`src/rtl/pipe_ctrl_pkg.sv`:
```
// Shared constants for the pipeline stall/flush controller: FSM state encodings
// and default counter width / memory-wait timeout.
package pipe_ctrl_pkg;

    localparam int DEF_CNT_W       = 16;
    localparam int DEF_MEM_TIMEOUT = 64;
    // MEM_TIMEOUT is at most 255, so the wait counter never needs more bits.
    localparam int WAIT_CNT_W      = 8;

    typedef enum logic [0:0] {
        ST_RUN      = 1'b0,
        ST_MEM_WAIT = 1'b1
    } state_e;

endpackage

```
`src/rtl/sat_counter.sv`:
```
// Up-counter that sticks at all-ones instead of wrapping; synchronous active-low clear.
module sat_counter #(
    parameter int W = 16
) (
    input  logic         clk_i,
    input  logic         rst_i,
    input  logic         en_i,
    output logic [W-1:0] cnt_o
);

    logic [W-1:0] cnt_q;
    logic [W-1:0] cnt_d;

    always_comb begin
        cnt_d = cnt_q;
        if (en_i && (cnt_q != '1)) begin
            cnt_d = cnt_q + 1'b1;
        end
    end

    always_ff @(posedge clk_i) begin
        if (!rst_i) begin
            cnt_q <= '0;
        end else begin
            cnt_q <= cnt_d;
        end
    end

    assign cnt_o = cnt_q;

endmodule

```
`src/rtl/pipe_stall_ctrl.sv`:
```
// Pipeline write-enable / flush controller for the 5-stage core: enforces
// memory freezes, branch flushes and load-use stalls, with a bounded memory wait.
module pipe_stall_ctrl
    import pipe_ctrl_pkg::*;
#(
    parameter int CNT_W       = DEF_CNT_W,
    parameter int MEM_TIMEOUT = DEF_MEM_TIMEOUT
) (
    input  logic             clk_i,
    input  logic             rst_i,
    input  logic             Hazard_i,
    input  logic             Branch_taken_i,
    input  logic             Mem_req_i,
    input  logic             Mem_ready_i,
    output logic             PC_write_o,
    output logic             IF_ID_write_o,
    output logic             IF_ID_flush_o,
    output logic             ID_EX_flush_o,
    output logic             EX_MEM_write_o,
    output logic             MEM_WB_bubble_o,
    output logic             Mem_err_o,
    output logic [CNT_W-1:0] stall_cnt_o,
    output logic [CNT_W-1:0] flush_cnt_o
);

    localparam logic [WAIT_CNT_W-1:0] WAIT_LAST = WAIT_CNT_W'(MEM_TIMEOUT - 1);

    state_e                state_q, state_d;
    logic [WAIT_CNT_W-1:0] wait_cnt_q, wait_cnt_d;
    logic                  timeout_hit;
    logic                  mem_stall;
    logic                  stall_en;
    logic                  flush_en;

    // Memory handshake: Mem_req_i flags a load/store sitting in MEM; the access
    // completes in the first cycle Mem_ready_i is high and is held until then.
    assign timeout_hit = (state_q == ST_MEM_WAIT) && (wait_cnt_q == WAIT_LAST);
    assign mem_stall   = Mem_req_i & ~Mem_ready_i & ~timeout_hit;

    always_comb begin
        PC_write_o      = 1'b1;
        IF_ID_write_o   = 1'b1;
        IF_ID_flush_o   = 1'b0;
        ID_EX_flush_o   = 1'b0;
        EX_MEM_write_o  = 1'b1;
        MEM_WB_bubble_o = timeout_hit;
        Mem_err_o       = timeout_hit;
        if (!rst_i) begin
            PC_write_o      = 1'b0;
            IF_ID_write_o   = 1'b0;
            IF_ID_flush_o   = 1'b1;
            ID_EX_flush_o   = 1'b1;
            EX_MEM_write_o  = 1'b0;
            MEM_WB_bubble_o = 1'b1;
            Mem_err_o       = 1'b0;
        end else if (mem_stall) begin
            PC_write_o      = 1'b0;
            IF_ID_write_o   = 1'b0;
            EX_MEM_write_o  = 1'b0;
            MEM_WB_bubble_o = 1'b1;
        end else if (Branch_taken_i) begin
            // A stalled instruction behind a taken branch is wrong-path, so flush wins.
            IF_ID_flush_o = 1'b1;
            ID_EX_flush_o = 1'b1;
        end else if (Hazard_i) begin
            PC_write_o    = 1'b0;
            IF_ID_write_o = 1'b0;
            ID_EX_flush_o = 1'b1;
        end
    end

    always_comb begin
        state_d    = ST_RUN;
        wait_cnt_d = '0;
        if (mem_stall) begin
            state_d    = ST_MEM_WAIT;
            wait_cnt_d = (state_q == ST_RUN) ? WAIT_CNT_W'(1) : wait_cnt_q + 1'b1;
        end
    end

    always_ff @(posedge clk_i) begin
        if (!rst_i) begin
            state_q    <= ST_RUN;
            wait_cnt_q <= '0;
        end else begin
            state_q    <= state_d;
            wait_cnt_q <= wait_cnt_d;
        end
    end

    assign stall_en = rst_i & ~PC_write_o;
    assign flush_en = rst_i & ~mem_stall & Branch_taken_i;

    sat_counter #(.W(CNT_W)) u_stall_cnt (
        .clk_i (clk_i),
        .rst_i (rst_i),
        .en_i  (stall_en),
        .cnt_o (stall_cnt_o)
    );

    sat_counter #(.W(CNT_W)) u_flush_cnt (
        .clk_i (clk_i),
        .rst_i (rst_i),
        .en_i  (flush_en),
        .cnt_o (flush_cnt_o)
    );

endmodule

```
`config.mk`:
```
export PLATFORM = sky130hd
export DESIGN_NAME = pipe_stall_ctrl
export DESIGN_NICKNAME = d
export VERILOG_FILES = /design/src/rtl/pipe_ctrl_pkg.sv /design/src/rtl/sat_counter.sv /design/src/rtl/pipe_stall_ctrl.sv
export SDC_FILE = /design/constraint.sdc
export NUM_CORES = 1
export LEC_CHECK = 0
export ABC_CLOCK_PERIOD_IN_PS = 2200
export BUFFER_PORTS_ARGS = -buffer_cell sky130_fd_sc_hd__buf_4
export CAP_MARGIN = 5
export CORE_ASPECT_RATIO = 1.1
export CORE_MARGIN = 2
export CORE_UTILIZATION = 54
export CTS_CLUSTER_DIAMETER = 30
export DETAILED_ROUTE_END_ITERATION = 10
export PLACE_DENSITY = 0.79
export SKIP_LAST_GASP = 1
export SLEW_MARGIN = 0
export SYNTH_ARGS = -nofsm -noshare
export SYNTH_HDL_FRONTEND = slang
export SYNTH_SLANG_ARGS = --single-unit
```
`constraint.sdc`:
```
create_clock -name clk_i -period 2.2 [get_ports clk_i]
set_clock_uncertainty 0.05 [all_clocks]
set_input_delay 0.11 -clock clk_i [delete_from_list [all_inputs] [get_ports clk_i]]
set_output_delay 0.11 -clock clk_i [all_outputs]
set_load 0.005 [all_outputs]
```
# == Word level (Yosys, flattened, before mapping) ==
# Cells that the tools add are included.
# op_classes
add_sub_neg,3
multipliers,0
n_div,0
n_lt_le_gt_ge,0
n_eq_ne,3
shifts,0
n_mux,18
n_bitwise,9
reduce_logical,5
# op_table
cell,n
$add A16 B1 Y16 const B,2
$ne A16 B16 Y1 const B,2
$mux W1,18
$add A8 B1 Y8 const B,1
$eq A8 B6 Y1 const B,1
$and A1 B1 Y1,5
$not A1 Y1,4
$logic_and A1 B1 Y1,3
$reduce_and A3 Y1,1
$reduce_and A2 Y1,1
# totals
ff_bits,41
latch_bits,0
mem_bits_rw,0
mem_bits_ro,0
input_bits,6
output_inout_bits,39
elab_cells,43
mem_count,0

# == Depth between registers and ports, before layout ==
# depth
ltp_word,9
ltp_mapped,8
depth_no_buf,6

# == By module ==
# From an unflattened synthesis, not the netlist that was laid out.
# hier_totals
hier_cells,250
area_unflattened_um2,2159.6
# by_module_without_submodules
module,instances,cells_each,area_per_inst_um2,seq_area_each_um2
sat_counter,2,97,837.1,320.3
pipe_stall_ctrl,1,56,485.5,180.2

# == Least setup slack after synthesis ==
# OpenSTA, ideal clock, no wires.
# synth_path
path_type,reg2reg
start,register wait_cnt_q[0]
end,"register u_stall_cnt.cnt_q[15], in the netlist u_stall_cnt.cnt_o[15]"
setup_ns,0.122
arrival_time_ns,1.736
required_ns,2.028
slack_ns,0.292
path_stages_with_launch,8
path_buffers,1
period_less_slack_ns,1.908
cell_sequence,dfxtp_1 > ha_1 > nand4bb_1 > o21ba_2 > buf_6 > or2_2 > a41o_1 > o311a_1
# synth_via
elab_chain_cells,9
# synth_lines
element,line,source
from (decl),pipe_stall_ctrl.sv:29,"logic [WAIT_CNT_W-1:0] wait_cnt_q, wait_cnt_d;"
from (signal assigned),pipe_stall_ctrl.sv:87,wait_cnt_q <= wait_cnt_d;
$eq A8 B6 Y1,pipe_stall_ctrl.sv:37,assign timeout_hit = (state_q == ST_MEM_WAIT) && (wait_cnt_q == WAIT_LAST);
$logic_and A1 B1 Y1,pipe_stall_ctrl.sv:37,
$not A1 Y1,pipe_stall_ctrl.sv:38,assign mem_stall = Mem_req_i & ~Mem_ready_i & ~timeout_hit;
$and A1 B1 Y1,pipe_stall_ctrl.sv:38,
$mux W1,pipe_stall_ctrl.sv:56,end else if (mem_stall) begin
$mux W1,pipe_stall_ctrl.sv:48,if (!rst_i) begin
$not A1 Y1,pipe_stall_ctrl.sv:91,assign stall_en = rst_i & ~PC_write_o;
$and A1 B1 Y1,pipe_stall_ctrl.sv:91,
$logic_and A1 B1 Y1,sat_counter.sv:16,if (en_i && (cnt_q != '1)) begin
to (signal assigned),sat_counter.sv:25,cnt_q <= cnt_d;
to (decl),sat_counter.sv:11,logic [W-1:0] cnt_q;
# Every way passes these cells.
# A chain may end at the register's enable or synchronous reset.

# == Worst setup path after layout ==
# layout_path
start,register wait_cnt_q[0]
end,output PC_write_o
# layout_via
elab_chain_cells,6
# layout_lines
element,line,source
$eq A8 B6 Y1,pipe_stall_ctrl.sv:37,
$logic_and A1 B1 Y1,pipe_stall_ctrl.sv:37,
$not A1 Y1,pipe_stall_ctrl.sv:38,
$and A1 B1 Y1,pipe_stall_ctrl.sv:38,
$mux W1,pipe_stall_ctrl.sv:56,
$mux W1,pipe_stall_ctrl.sv:48,
to (decl),pipe_stall_ctrl.sv:15,"output logic PC_write_o,"
# Every way passes these cells.

==> impl_metrics.py <==
metrics = {
    "outcome": {
        "status": "finished clean",
    },
    "clock_tree": {
        "postCtsSetupBuffers": 0,
        "cts_tree": "built",
        "cts_hold_buf": 0,
        "insertion_delay_ps": 290,
        "clock-sinks": 41,
        "htree_levels": 2,
        "cts.clk_slew.worst_paths_ps": 80,
        "cts_buffers": 5,
        "clk_root_buffer_cell": "clkbuf_8",
        "cts_buffer_depth": 2,
    },
    "finish": {
        "utilization_pct": 71.91,
        "nets": 306,
        "seq_area_sq_um": 823.3,
        "layout_common_cells": "buf_4 (54), dfxtp_1 (39), nor2_1 (25), nand2_1 (24), nand3_1 (15)",
        "drive_gt1_share_pct": 26.85,
        "n_antenna_cell": 0,
        "syn_to_final_growth_pct": 25.56,
        "final_common_cell": "buf_4",
        "multi_input_area_sq_mm": 0.001219,
        "nFillCells": 324,
    },
    "critical_path": {
        "critPathCaptureType": "primary output",
        "cp_slowest_cell": "dfxtp_2",
        "critPathRequiredTime_ps": 2040,
        "critPathMaxStageDelay_ps": 400,
        "path_max_fanout": 9,
        "crit_type": "register to primary output",
        "cp.buffers_inverters": 1,
        "path_delay_family": "simple AND/OR/NAND/NOR gates",
        "cp.arrival_ps": 1960,
        "critPathLaunchType": "register",
        "cp_cell_sequence": "ha_4 -> nand4bb_1 -> o21ba_4 -> or2_2 -> nor2_2 -> buf_4",
    },
    "place": {
        "place_congestion": 0.8762,
        "io_buffers": 44,
        "post-place-ws_ps": 144.4,
        "hpwl_mm": 3.576,
    },
    "power": {
        "powerDensity_mw_per_mm2": 567.8,
        "ir_worst_vdd_mv": 0.4840,
        "p_leak_nw": 1.012,
    },
    "sta": {
        "fmax_ghz": 0.4713,
        "fin_crit_ps": 2122,
        "final_hold_viol_count": 0,
        "drv_slew": 0,
        "timing.final.ws_setup_ps": 78.15,
        "slew_headroom_pct": 71.42,
        "finalHoldWorstSlack_ps": 101.1,
        "fin_crit_sh_pct": 96.45,
        "tightest_slew_ps": 427.9,
        "setup_viol": 0,
    },
    "floorplanning": {
        "die_area_sq_mm": 0.004423,
        "ios": 45,
        "die_x_um": 63.60,
        "rows": 23,
        "coreArea_sq_mm": 0.003684,
        "initial_core_util_pct": 57.27,
        "die_y_um": 69.55,
    },
    "yosys": {
        "synth_area_per_cell_sq_um": 8.541,
        "synthDistinctLibCells": 55,
        "ys_seq_area_share_pct": 38.91,
        "synth_edf_count": 0,
        "syn-num-nets": 256,
        "synth_warnings": 0,
        "async_flop_share_pct": 0,
        "netlist_area_sq_mm": 0.002110,
        "synthCells": 247,
        "synth_seq_cells": 41,
        "synth_ff_type": "dfxtp_1",
    },
    "drt": {
        "route.detailed.drc": 0,
        "routed_wl_mm": 5.019,
        "firstDrtPassIters": 4,
        "via_count": 1997,
        "avgViaCountPerCell": 5.739,
        "drt_first_iter_violations": 113,
        "routedWlPerCell_um": 14.42,
        "postRouteAntennaNets": 0,
    },
    "grt": {
        "grt_max_degree": 17,
        "antenna_found_initial": 0,
        "grt_overflow_total": 0,
        "gr-usage-all-layers_pct": 23.55,
        "grt_pass1_vias": 1836,
        "grt_pass1_wl_mm": 8.321,
    },
    "min_path": {
        "min_path_type": "input pin to register",
    },
    "flow_run": {
        "cap_violations": 0,
    },
}
[path summary, 6_finish.rpt]
| kind | start | end | slack (ps) | cells past startpoint |
|---|---|---|---|---|
| min reg2reg | u_stall_cnt.cnt_o[11]$_SDFFE_PN0P_ | u_stall_cnt.cnt_o[11]$_SDFFE_PN0P_ | 470 | 2 |
| max | wait_cnt_q[0]$_SDFF_PN0_ | PC_write_o | 80 | 6 |
| min | rst_i | u_stall_cnt.cnt_o[3]$_SDFFE_PN0P_ | 100 | 2 |
| max reg2reg | u_flush_cnt.cnt_o[1]$_SDFFE_PN0P_ | u_flush_cnt.cnt_o[12]$_SDFFE_PN0P_ | 260 | 6 |
[sequential cells by signal, summed over array words and instances (netlist names)]
signal             count
u_flush_cnt.cnt_o     16
state_q                1
u_stall_cnt.cnt_o     16
wait_cnt_q             8
[metrics by stage]
step / instance area [sq um] / power [mW] / cells / TNS, ps
after floorplan: 2110 / 0.8410 / 247 / 0
after global placement: 2509 / 0.8911 / 340 / 0
after detailed placement: 2509 / 0.8934 / 340 / 0
after CTS: 2646 / 1.517 / 348 / 0
after global routing: 2649 / 1.558 / 348 / -0.5660
final: 2649 / 1.504 / 348 / 0
[synth_stat cells (5+ instances only)]
library cell	instances	area (sq um)
nor2_1	26	97.59
o21ai_0	11	55.05
xor2_1	10	87.58
nand4_1	10	62.56
xnor2_1	7	61.31
dfxtp_1	41	820.8
nor3_1	6	30.03
inv_1	5	18.77
nand2_1	24	90.09
a21oi_1	10	50.05
clkbuf_1	6	22.52
or3_1	9	56.30
nand3_1	15	75.07
[area by class of cell]
type / count / share of cell area (%)
tap: 50 / 2.362
clock buffer: 7 / 3.259
inverter: 6 / 0.8503
multi-input combinational: 189 / 46.01
clock inverter: 1 / 1.134
timing repair buffer: 54 / 15.30
sequential: 41 / 31.08
[metal layers]
layer | routed length, um | global-route usage, %
met1 | 2193 | 29.16
met5 | 0 | 0
met4 | 83 | 9.903
met2 | 2491 | 38.83
met3 | 250 | 5.682
[report_power, final]
part / total [mW] / internal [mW] / leakage [nW] / switching [mW]
Sequential: 0.759 / 0.751 / 0.332 / 0.00816
Clock: 0.625 / 0.370 / 0.0585 / 0.255
Combinational: 0.120 / 0.0555 / 0.622 / 0.0642
Total: 1.50 / 1.18 / 1.01 / 0.327
[kinds of logic (layout without fill, tap and decap cells)]
logic type,count (synthesis),in the layout,share of synthesized area (%)
flip-flops,41,41,38.91
adder cells (fa/ha/maj),3,3,1.780
AND/OR/NAND/NOR,121,121,31.97
AO/OA/AOI/OAI,46,46,15.01
XOR/XNOR,17,17,7.058
buffers and inverters,17,68,4.329
multiplexers,2,2,0.9490
[worst reg2reg max path: stages, from the launching register on]
cell and delay (ps):
dfxtp_1 340, ha_1 260, nand4_1 190, or4b_1 570, nor3_1 200, xnor2_1 160
nor2_1 60
[what timing repair did]
item                       CTS  global route
setup endpoints to repair    2             2
pin swaps                    0             0
gates resized for setup      4             2
No activity file was read; power rests on OpenSTA's default activity.
